`src/rtl/display_pkg.sv`:
```
// Shared types and constants for the two-digit multiplexed display scanner.
// Segment vectors are packed {g,f,e,d,c,b,a}, active-low.
package display_pkg;

    typedef enum logic [1:0] {
        BLANK_T = 2'd0,
        SHOW_T  = 2'd1,
        BLANK_O = 2'd2,
        SHOW_O  = 2'd3
    } scan_state_t;

    localparam logic [6:0] SEG_BLANK  = 7'b1111111;
    localparam logic [6:0] SEG_ZERO_N = 7'b1000000;

    typedef struct packed {
        logic [6:0] tens;
        logic [6:0] units;
    } seg_pair_t;

    localparam seg_pair_t SHADOW_RST = '{tens: SEG_BLANK, units: SEG_BLANK};

    function automatic logic is_blank_state(scan_state_t s);
        return (s == BLANK_T) || (s == BLANK_O);
    endfunction

endpackage

```
`src/rtl/scan_timer.sv`:
```
// Dwell counter: counts 0..load while running, pulses tc on the last count.
// Holds at 0 when stopped so a restart always begins a full dwell.
module scan_timer #(
    parameter int W = 16
) (
    input  logic         clk,
    input  logic         rst,
    input  logic         run,
    input  logic [W-1:0] load,
    output logic [W-1:0] cnt_nxt,
    output logic         tc
);

    logic [W-1:0] cnt;

    // >= rather than == so an out-of-range count reloads instead of wrapping
    assign tc = run && (cnt >= load);

    always_comb begin
        cnt_nxt = cnt;
        if (!run) begin
            cnt_nxt = '0;
        end else if (tc) begin
            cnt_nxt = '0;
        end else begin
            cnt_nxt = cnt + W'(1);
        end
    end

    always_ff @(posedge clk or posedge rst) begin
        if (rst) begin
            cnt <= '0;
        end else begin
            cnt <= cnt_nxt;
        end
    end

endmodule

```
`src/rtl/display_scan.sv`:
```
// Two-digit time-multiplexed 7-segment scanner with dead-time blanking,
// per-frame input snapshot and optional tens leading-zero suppression.
module display_scan
    import display_pkg::*;
#(
    parameter int REFRESH_DIV  = 50000,
    parameter int BLANK_CYCLES = 500,
    parameter int LZ_SUPPRESS  = 1
) (
    input  logic clk,
    input  logic rst,
    input  logic en,
    input  logic seg1_a,
    input  logic seg1_b,
    input  logic seg1_c,
    input  logic seg1_d,
    input  logic seg1_e,
    input  logic seg1_f,
    input  logic seg1_g,
    input  logic seg2_a,
    input  logic seg2_b,
    input  logic seg2_c,
    input  logic seg2_d,
    input  logic seg2_e,
    input  logic seg2_f,
    input  logic seg2_g,
    output logic seg_a,
    output logic seg_b,
    output logic seg_c,
    output logic seg_d,
    output logic seg_e,
    output logic seg_f,
    output logic seg_g,
    output logic an1,
    output logic an0,
    output logic frame_tick
);

    localparam int CW = (REFRESH_DIV > 1) ? $clog2(REFRESH_DIV) : 1;
    localparam logic [CW-1:0] BLANK_LIM = CW'(BLANK_CYCLES - 1);
    localparam logic [CW-1:0] SHOW_LIM  = CW'(REFRESH_DIV - BLANK_CYCLES - 1);

    scan_state_t  state;
    scan_state_t  state_nxt;
    seg_pair_t    shadow;
    seg_pair_t    shadow_nxt;
    seg_pair_t    seg_in;
    logic [CW-1:0] load;
    logic [CW-1:0] cnt_nxt;
    logic         tc;
    logic         capture;

    logic [6:0]   seg_q;
    logic [6:0]   seg_d_nxt;
    logic         an1_q;
    logic         an0_q;
    logic         ft_q;
    logic         an1_nxt;
    logic         an0_nxt;
    logic         ft_nxt;

    assign seg_in.tens  = {seg1_g, seg1_f, seg1_e, seg1_d,
                           seg1_c, seg1_b, seg1_a};
    assign seg_in.units = {seg2_g, seg2_f, seg2_e, seg2_d,
                           seg2_c, seg2_b, seg2_a};

    assign load = is_blank_state(state) ? BLANK_LIM : SHOW_LIM;

    scan_timer #(
        .W (CW)
    ) u_timer (
        .clk     (clk),
        .rst     (rst),
        .run     (en),
        .load    (load),
        .cnt_nxt (cnt_nxt),
        .tc      (tc)
    );

    // Snapshot only when the tens slot opens, so both digits agree
    assign capture    = tc && (state == BLANK_T);
    assign shadow_nxt = capture ? seg_in : shadow;

    always_ff @(posedge clk or posedge rst) begin
        if (rst) begin
            state  <= BLANK_T;
            shadow <= SHADOW_RST;
        end else begin
            state  <= state_nxt;
            shadow <= shadow_nxt;
        end
    end

    always_comb begin
        state_nxt = state;
        if (!en) begin
            state_nxt = BLANK_T;
        end else if (tc) begin
            unique case (state)
                BLANK_T: state_nxt = SHOW_T;
                SHOW_T:  state_nxt = BLANK_O;
                BLANK_O: state_nxt = SHOW_O;
                SHOW_O:  state_nxt = BLANK_T;
                default: state_nxt = BLANK_T;
            endcase
        end
    end

    // Output decode works on next-state values so the registered
    // outputs line up with the state register, with no extra latency.
    always_comb begin
        seg_d_nxt = SEG_BLANK;
        an1_nxt   = 1'b1;
        an0_nxt   = 1'b1;
        ft_nxt    = 1'b0;
        unique case (state_nxt)
            SHOW_T: begin
                if (!((LZ_SUPPRESS != 0) &&
                      (shadow_nxt.tens == SEG_ZERO_N))) begin
                    an1_nxt   = 1'b0;
                    seg_d_nxt = shadow_nxt.tens;
                end
            end
            SHOW_O: begin
                an0_nxt   = 1'b0;
                seg_d_nxt = shadow_nxt.units;
                ft_nxt    = (cnt_nxt == SHOW_LIM);
            end
            default: begin
                seg_d_nxt = SEG_BLANK;
            end
        endcase
    end

    always_ff @(posedge clk or posedge rst) begin
        if (rst) begin
            seg_q <= SEG_BLANK;
            an1_q <= 1'b1;
            an0_q <= 1'b1;
            ft_q  <= 1'b0;
        end else begin
            seg_q <= seg_d_nxt;
            an1_q <= an1_nxt;
            an0_q <= an0_nxt;
            ft_q  <= ft_nxt;
        end
    end

    assign {seg_g, seg_f, seg_e, seg_d, seg_c, seg_b, seg_a} = seg_q;
    assign an1        = an1_q;
    assign an0        = an0_q;
    assign frame_tick = ft_q;

endmodule
```
`config.mk`:
```
export PLATFORM = sky130hd
export DESIGN_NAME = display_scan
export DESIGN_NICKNAME = d
export VERILOG_FILES = /design/src/rtl/display_pkg.sv /design/src/rtl/scan_timer.sv /design/src/rtl/display_scan.sv
export SDC_FILE = /design/constraint.sdc
export NUM_CORES = 1
export LEC_CHECK = 0
export CAP_MARGIN = 20
export CELL_PAD_IN_SITES_DETAIL_PLACEMENT = 1
export CELL_PAD_IN_SITES_GLOBAL_PLACEMENT = 2
export CORE_ASPECT_RATIO = 0.8
export CORE_MARGIN = 4
export CORE_UTILIZATION = 30
export DETAILED_ROUTE_END_ITERATION = 12
export DONT_BUFFER_PORTS = 1
export HOLD_SLACK_MARGIN = 0.05
export PLACE_DENSITY_LB_ADDON = 0.25
export SYNTH_ARGS = -nofsm -noshare
export SYNTH_HDL_FRONTEND = slang
export SYNTH_HIERARCHICAL = 1
export SYNTH_SLANG_ARGS = --single-unit
export TNS_END_PERCENT = 10
```
`constraint.sdc`:
```
create_clock -name clk -period 3.8 [get_ports clk]
set_clock_uncertainty 0.1 [all_clocks]
set_input_delay 0.76 -clock clk [delete_from_list [all_inputs] [get_ports clk]]
set_output_delay 0.76 -clock clk [all_outputs]
set_load 0.01 [all_outputs]
```
[Word level (Yosys, flattened, before mapping)]
Cells that the tools add are included.
Storage, ports and cells
  input bits: 17
  logic and storage cells: 34
  output and inout port bits: 10
  flip-flop bits (word level): 42
Cells by class
  eq/ne operators: 7
  multiplexer cells: 13
  reductions and logical operators: 4
  $add $sub $neg: 1
  order comparisons: 1
Operator list (count)
  16-bit 2-to-1 mux: 3
  16-bit by 1-bit adder with 16-bit output, second input constant: 1
  16-bit equality test, second input constant: 1
  16-bit greater-or-equal comparator: 1
  14-bit 2-to-1 mux: 1
  7-bit one-hot mux with 2 select lines: 1
  2-bit one-hot mux with 4 select lines: 1
  7-bit equality test, second input constant: 1
  7-bit 2-to-1 mux: 1
  2-bit equality test, second input constant: 3
  2-bit by 1-bit equality test with 1-bit output, second input constant: 2
  1-bit 2-to-1 mux: 4
  2-bit 2-to-1 mux: 2
  1-bit logical AND: 2
  2-bit zero test: 1
  1-bit logical OR: 1

[Logic depth before layout (Yosys ltp)]
Gate-level depths: netlist of the first run.
  depth after elaboration: 10
  depth in mapped cells: 16
  mapped depth without buffers: 16

[By module]
The synthesis of the first run kept the hierarchy.
Modules (own cells, without submodules)
  display_scan: cells an instance 91, instances 1, sequential area each 679.4 µm², area an instance 1214.9 µm²
  scan_timer: cells an instance 127, instances 1, sequential area each 400.4 µm², area an instance 1173.6 µm²

[Worst setup path before layout of the first run]
Ideal clock, no wire load.
  kind: register to register
  start: register state[0]
  end: register seg_q[0]
  arrival: 3.395 ns
  buffers on the path: 0
  stages on the path, launching flop included: 15
  path slack: 0.237 ns
  data required time: 3.632 ns
  library setup time: 0.068 ns
  period minus slack after synthesis: 3.563 ns
  path through: dfrtp_1 -> inv_1 -> ha_1 -> or2_2 -> inv_1 -> inv_1 -> ha_1 -> nand4_1 -> or3_4 -> a2111oi_4 -> o21a_1 -> nand2_4 -> or4_4 -> a221oi_4 -> nand3b_1
Between the ends
  cells in the longest elaborated chain, start to end: 10
  elaborated cells between the ends (all ways): 18
  those cells by class: 1 x order compare; 6 x eq/ne; 7 x mux; 4 x reduce/logical
Ends and longest elaborated chain
  from (decl): RTL line display_scan.sv:43  | scan_state_t state;
  from (signal assigned): RTL line display_scan.sv:89  | state <= state_nxt;
  2-bit equality test or 2-bit zero test (tied branches): RTL line display_pkg.sv:23  | return (s == BLANK_T) || (s == BLANK_O);
  1-bit logical OR *: RTL line display_pkg.sv:23
  16-bit 2-to-1 mux *: RTL line display_scan.sv:67  | assign load = is_blank_state(state) ? BLANK_LIM : SHOW_LIM;
  net load[5]: RTL line display_scan.sv:48  | logic [CW-1:0] load;
  16-bit greater-or-equal comparator *: RTL line scan_timer.sv:17  | assign tc = run && (cnt >= load);
  1-bit logical AND *: RTL line scan_timer.sv:17
  net tc: RTL line display_scan.sv:50  | logic tc;
  1-bit logical AND: RTL line display_scan.sv:81  | assign capture = tc && (state == BLANK_T);
  14-bit 2-to-1 mux: RTL line display_scan.sv:82  | assign shadow_nxt = capture ? seg_in : shadow;
  7-bit equality test: RTL line display_scan.sv:119  | (shadow_nxt.tens == SEG_ZERO_N))) begin
  7-bit 2-to-1 mux: RTL line display_scan.sv:118  | if (!((LZ_SUPPRESS != 0) &&
  7-bit one-hot mux with 2 select lines *: RTL line display_scan.sv:116  | unique case (state_nxt)
  net seg_d_nxt[0]: RTL line display_scan.sv:54  | logic [6:0] seg_d_nxt;
  to (signal assigned): RTL line display_scan.sv:142  | seg_q <= seg_d_nxt;
  to (decl): RTL line display_scan.sv:53  | logic [6:0] seg_q;
The timed path passes the listed nets; every way through them passes the cells marked *.

[Final worst setup path of the first run]
  start: register state[0]
  end: register seg_q[5]
The elaborated chain is that of the path after synthesis.

==> flow_metrics.env, run 1 <==
export IMPL_min_period_over_period=0.9401
export IMPL_fin_nets=277
export IMPL_synth_edf_count=0
export IMPL_final_cell_mix="nor2_1, dfstp_2, inv_1, ha_1, dfrtp_1"
export IMPL_finalSetupViolCount=0
export IMPL_ys_async_sr_fraction=1.000
export IMPL_first_pass_iters=4
export IMPL_ant_nets=0
export IMPL_min_period_ns=3.573
export IMPL_grt_usage=0.1195
export IMPL_clockBufferDepth=2
export IMPL_io_pins=27
export IMPL_hold_violations=0
export IMPL_synth_cell_types=41
export IMPL_hp_class="in2async"
export IMPL_antenna_found_initial=0
export IMPL_end_kind="flop"
export IMPL_pre_cts_slack_ns=-0.02315
export IMPL_die_x_um=107.8
export IMPL_routed_wl_um=5208
export IMPL_start_util=0.3156
export IMPL_ys_ff_latch=42
export IMPL_synthFlopType="dfstp_2"
export IMPL_grt_pass1_vias=1690
export IMPL_ys_warn_count=6
export IMPL_fmax_mhz=279.9
export IMPL_worst_pin_slew_ns=0.6562
export IMPL_drtIter0Drc=37
export IMPL_syn2layout_area_growth_pct=14.62
export IMPL_fp_dieH_um=87.81
export IMPL_critPathArrivalTime_ns=3.70
export IMPL_required_ns=3.93
export IMPL_path_max_fanout=6
export IMPL_coreArea_sq_mm=0.007567
export IMPL_cp_start_kind="flop"
export IMPL_cts_tree="built"
export IMPL_wl_per_cell_um=15.05
export IMPL_fin_area_sq_mm=0.002738
export IMPL_grt_pass1_wl_um=8735
export IMPL_worstSetupPathType="reg2reg"
export IMPL_worstRegToRegCells=14
export IMPL_maxSlewViolCount=0
export IMPL_tns_ns=0
export IMPL_vias=1571
export IMPL_fillCellCount=888
export IMPL_dieArea_sq_mm=0.009462
export IMPL_hpwl_um=4096
export IMPL_setup_ws_ns=0.2275
export IMPL_netlist_area_sq_mm=0.002389
export IMPL_vias_per_cell=4.540
export IMPL_cts_hold_buf=0
export IMPL_cts_root_buf="clkbuf_8"
export IMPL_clock_latency_ns=0.29
export IMPL_netlist_instances=218
export IMPL_power_total_mw=0.9319
export IMPL_placed_cell_area_sq_mm=0.002571
export IMPL_avgSynthCellArea_sq_um=10.96
export IMPL_overflow=0
export IMPL_drc=0
export IMPL_final_seq_area_sq_mm=0.001080
export IMPL_drv_cap=0
export IMPL_slew_headroom=0.5620
export IMPL_num_rows=28
export IMPL_p_leak_nw=1.253
export IMPL_grt_max_degree=27
export IMPL_num_antenna_cells=0
export IMPL_clock_sink_count=42
export IMPL_htree_num_levels=2
export IMPL_power_density_mw_per_mm2=340.4
export IMPL_synth_seq_area_share=0.4521
export IMPL_multi_input_area_sq_mm=0.001241
export IMPL_ir_worst_vdd_v=0.0002168
export IMPL_status="complete, no violations"
export IMPL_drive_gt1_frac=0.2656
export IMPL_place_congestion=0.7504
export IMPL_cts_clk_slew_worst_paths_ns=0.09
export IMPL_cts_buffers=5
export IMPL_port_buffers=0
==> synth_stat cells (7+ instances only) <==
| cell type | count | area [sq um] |
|---|---|---|
| ha_1 | 20 | 250.2 |
| nand2_1 | 14 | 52.55 |
| dfrtp_1 | 19 | 475.5 |
| nand3b_1 | 7 | 52.55 |
| xor2_1 | 8 | 70.07 |
| inv_1 | 23 | 86.33 |
| mux2_2 | 12 | 135.1 |
| nor2_1 | 23 | 86.33 |
| dfstp_2 | 23 | 604.3 |
| mux2i_1 | 7 | 70.07 |
==> logic make-up after synthesis <==
kind of cell,count (synthesis),share of synthesized area
AND/OR/NAND/NOR,77,0.1792
flip-flops,42,0.4521
buffers and inverters,26,0.04400
multiplexers,22,0.1001
adder cells (fa/ha/maj),20,0.1048
AO/OA/AOI/OAI,15,0.06548
XOR/XNOR,14,0.05134
other,2,0.003144
==> what timing repair did <==
action | in CTS | in global routing
setup endpoints to repair | 6 | 6
pin swaps | 0 | 4
endpoints found under the hold margin | 0 | 0
buffers inserted | 0 | 3
resized for setup | 1 | 2
==> sequential cells by signal, summed over array words and instances (netlist names) <==
name         flops
an0              1
an1              1
frame_tick       1
seg_q            7
shadow          14
state            2
u_timer/cnt     16
==> per-layer routing <==
layer	up-vias	share of wire	GRT usage
li1	781	-	-
met1	774	0.55	0.1894
met2	16	0.41	0.1603
met3	0	0.041	0.03169
met4	0	0	0.02408
met5	-	0	0
==> final cells by class <==
cell class              count  area share
flip-flops and latches     42      0.3944
multi-input cells         159      0.4534
inverters                  24     0.03382
clock inverters             3     0.01600
repair buffers              8     0.02925
clock buffers               5     0.02514
well taps                 105     0.04799
==> through the flow <==
stage | hold slack [ns] | cells | util
final | 0.1374 | 346 | 0.3618
after global routing | 0.1230 | 346 | 0.3618
after CTS | 0.3577 | 342 | 0.3548
after detailed placement | 0.4317 | 334 | 0.3398
after global placement | 0.4061 | 334 | 0.3398
after floorplan | 0.3574 | 227 | -
==> power breakdown <==
group	switching (mW)	total (mW)	internal, mW
combinational	0.0476	0.0858	0.0382
sequential	0.0104	0.490	0.480
clock	0.159	0.356	0.197
==> critical path, stage by stage (launching register included) <==
cell and delay (ns):
dfrtp_1 0.35, inv_1 0.07, ha_1 0.21, or2_4 0.27, inv_2 0.07, inv_1 0.04, ha_1 0.30, nand4_1 0.13
or3_4 0.40, a2111oi_4 0.22, o21a_2 0.23, nand2_4 0.06, or4_4 0.51, a221oi_4 0.38, nand3b_1 0.17
==> path summary, 6_finish.rpt <==
path                                           from                        end  slack [ns]
max                              state[0]$_DFF_PP0_         seg_q[5]$_DFF_PP1_        0.23
min                                             rst       frame_tick$_DFF_PP0_        0.14
max reg2reg                      state[0]$_DFF_PP0_         seg_q[5]$_DFF_PP1_        0.23
min reg2reg                u_timer/cnt[0]$_DFF_PP0_   u_timer/cnt[0]$_DFF_PP0_        0.44
max in group asynchronous                       rst  u_timer/cnt[15]$_DFF_PP0_        2.83
min in group clk           u_timer/cnt[0]$_DFF_PP0_   u_timer/cnt[0]$_DFF_PP0_        0.44
No activity file was read; power rests on OpenSTA's default activity.
==> inputs of run 2 (changes only) <==
--- a/config.mk
+++ b/config.mk
@@ -15,6 +15,8 @@
 export DONT_BUFFER_PORTS = 1
 export HOLD_SLACK_MARGIN = 0.05
 export PLACE_DENSITY_LB_ADDON = 0.25
+export RECOVER_POWER = 25
+export REMOVE_ABC_BUFFERS = 1
 export SYNTH_ARGS = -nofsm -noshare
 export SYNTH_HDL_FRONTEND = slang
 export SYNTH_HIERARCHICAL = 1
==> flow_metrics.env, run 2 (synthesized netlist as in run 1, its figures left out) <==
export IMPL_hpwl_um=4179
export IMPL_min_period_over_period=0.9658
export IMPL_num_antenna_cells=0
export IMPL_num_rows=28
export IMPL_place_inst=334
export IMPL_r2r_setup_slack_ns=0.13
export IMPL_drive_gt1_frac=0.2840
export IMPL_timing_rr_start="state[1]$_DFF_PP0_"
export IMPL_largest_register_ffs=16
export IMPL_drv_cap=0
export IMPL_worstSetupPathType="reg2reg"
export IMPL_cts_clk_slew_worst_paths_ns=0.08
export IMPL_hold_violations=0
export IMPL_min_period_ns=3.670
export IMPL_reg_top3="u_timer/cnt: 16 flops, shadow: 14 flops, seg_q: 7 flops"
export IMPL_final_cells=348
export IMPL_grt_usage=0.1228
export IMPL_overflow=0
export IMPL_coreArea_sq_mm=0.007567
export IMPL_clockBufferDepth=2
export IMPL_slew_headroom=0.1268
export IMPL_vias=1550
export IMPL_grt_setup_unrepaired="true"
export IMPL_dieArea_sq_mm=0.009462
export IMPL_grt_pass1_wl_um=8845
export IMPL_required_ns=3.93
export IMPL_fmax_mhz=272.5
export IMPL_place_congestion=0.7323
export IMPL_final_cell_mix="nor2_1, dfstp_2, inv_1, dfrtp_1, ha_1"
export IMPL_power_density_mw_per_mm2=351.4
export IMPL_end_kind="flop"
export IMPL_htree_num_levels=2
export IMPL_antenna_found_initial=0
export IMPL_drc=0
export IMPL_ir_worst_vdd_v=0.0001667
export IMPL_maxSlewViolCount=0
export IMPL_grt_max_degree=27
export IMPL_routed_wl_um=5358
export IMPL_clock_latency_ns=0.29
export IMPL_worstRegToRegCells=14
export IMPL_status="complete, no violations"
export IMPL_fin_area_sq_mm=0.002769
export IMPL_die_x_um=107.8
export IMPL_cts_tree="built"
export IMPL_path_max_fanout=6
export IMPL_finalSetupViolCount=0
export IMPL_port_buffers=0
export IMPL_setup_ws_ns=0.1301
export IMPL_cp_start_kind="flop"
export IMPL_r2r_end="seg_q[0]$_DFF_PP1_"
export IMPL_top_register="u_timer/cnt"
export IMPL_ant_nets=0
export IMPL_use_met1=0.1952
export IMPL_drtIter0Drc=24
export IMPL_hp_class="in2async"
export IMPL_vias_per_cell=4.454
export IMPL_grt_busiest_layer="met1"
export IMPL_met2_usage=0.1620
export IMPL_cts_buffers=5
export IMPL_clock_sink_count=42
export IMPL_fin_nets=279
export IMPL_first_pass_iters=4
export IMPL_grt_pass1_vias=1624
export IMPL_cts_root_buf="clkbuf_8"
export IMPL_worst_pin_slew_ns=1.310
export IMPL_start_util=0.3156
export IMPL_wl_per_cell_um=15.40
export IMPL_cts_hold_buf=0
export IMPL_pre_cts_slack_ns=0.007523
export IMPL_placed_cell_area_sq_mm=0.002571
export IMPL_io_pins=27
export IMPL_fp_dieH_um=87.81
export IMPL_syn2layout_area_growth_pct=15.92
export IMPL_p_leak_nw=1.257
export IMPL_critPathArrivalTime_ns=3.80
export IMPL_use_met3=0.03169
==> run 2: worst max-delay path, cell delays in order (launching register included) <==
cell       delay [ns]
dfrtp_1          0.38
inv_1            0.07
ha_2             0.17
or2_4            0.25
inv_4            0.06
inv_1            0.06
ha_4             0.27
nand4_1          0.14
or3_4            0.41
a2111oi_4        0.35
o21a_2           0.24
nand2_4          0.06
or4_4            0.50
a221oi_4         0.38
nand3b_1         0.17
==> run 2: stage by stage <==
step,hold WS (ns),power [mW],util,setup TNS [ns]
floorplan,0.3601,0.5606,-,0
global placement,0.4850,0.5802,0.3398,0
detailed placement,0.4824,0.5824,0.3398,0
CTS,0.3512,0.9900,0.3575,0
global route,0.2921,1.032,0.3659,-0.4155
finish,0.3082,0.9729,0.3659,0
==> run 2: layer usage <==
metal	up-vias	routed length, um
met4	0	27
met1	749	3026
met2	13	2127
met3	4	175
li1	784	-
met5	-	0
==> run 2: how the worst max path moves through the flow <==
| stage | start | endpoint | slack, ns | cells after the start |
|---|---|---|---|---|
| 2_1_floorplan | state[0]$_DFF_PP0_ | seg_q[0]$_DFF_PP1_ | 0.17 | 14 |
| 3_3_place_gp | state[0]$_DFF_PP0_ | seg_q[4]$_DFF_PP1_ | 0.1 | 14 |
| 3_5_place_dp | state[0]$_DFF_PP0_ | seg_q[0]$_DFF_PP1_ | 0.008 | 14 |
| 4_1_cts | state[0]$_DFF_PP0_ | seg_q[0]$_DFF_PP1_ | 0.05 | 14 |
| 5_1_grt | state[1]$_DFF_PP0_ | seg_q[3]$_DFF_PP1_ | -0.09 | 14 |
| 6_report | state[1]$_DFF_PP0_ | seg_q[0]$_DFF_PP1_ | 0.13 | 14 |
==> run 2: layout make-up <==
class / count / area (sq um)
fillers: 873 / 4798
clock buffers: 6 / 93.84
repair buffers: 10 / 71.32
inverters: 24 / 95.09
multi-input cells: 159 / 1259
flip-flops and latches: 42 / 1080
well taps: 105 / 131.4
clock inverters: 2 / 38.79
==> run 2: what timing repair did <==
item,4_1_cts,5_1_grt
buffers inserted,0,5
endpoints found under the setup margin,6,6
gates resized for setup,1,7
pin swaps,0,5
==> run 2: report_power, final <==
part           internal [mW]  switching (mW)  leakage (nW)  total (mW)
combinational         0.0356          0.0472         0.687      0.0828
sequential             0.480          0.0113         0.504       0.491
clock                  0.237           0.162        0.0665       0.399
total                  0.752           0.221          1.26       0.973
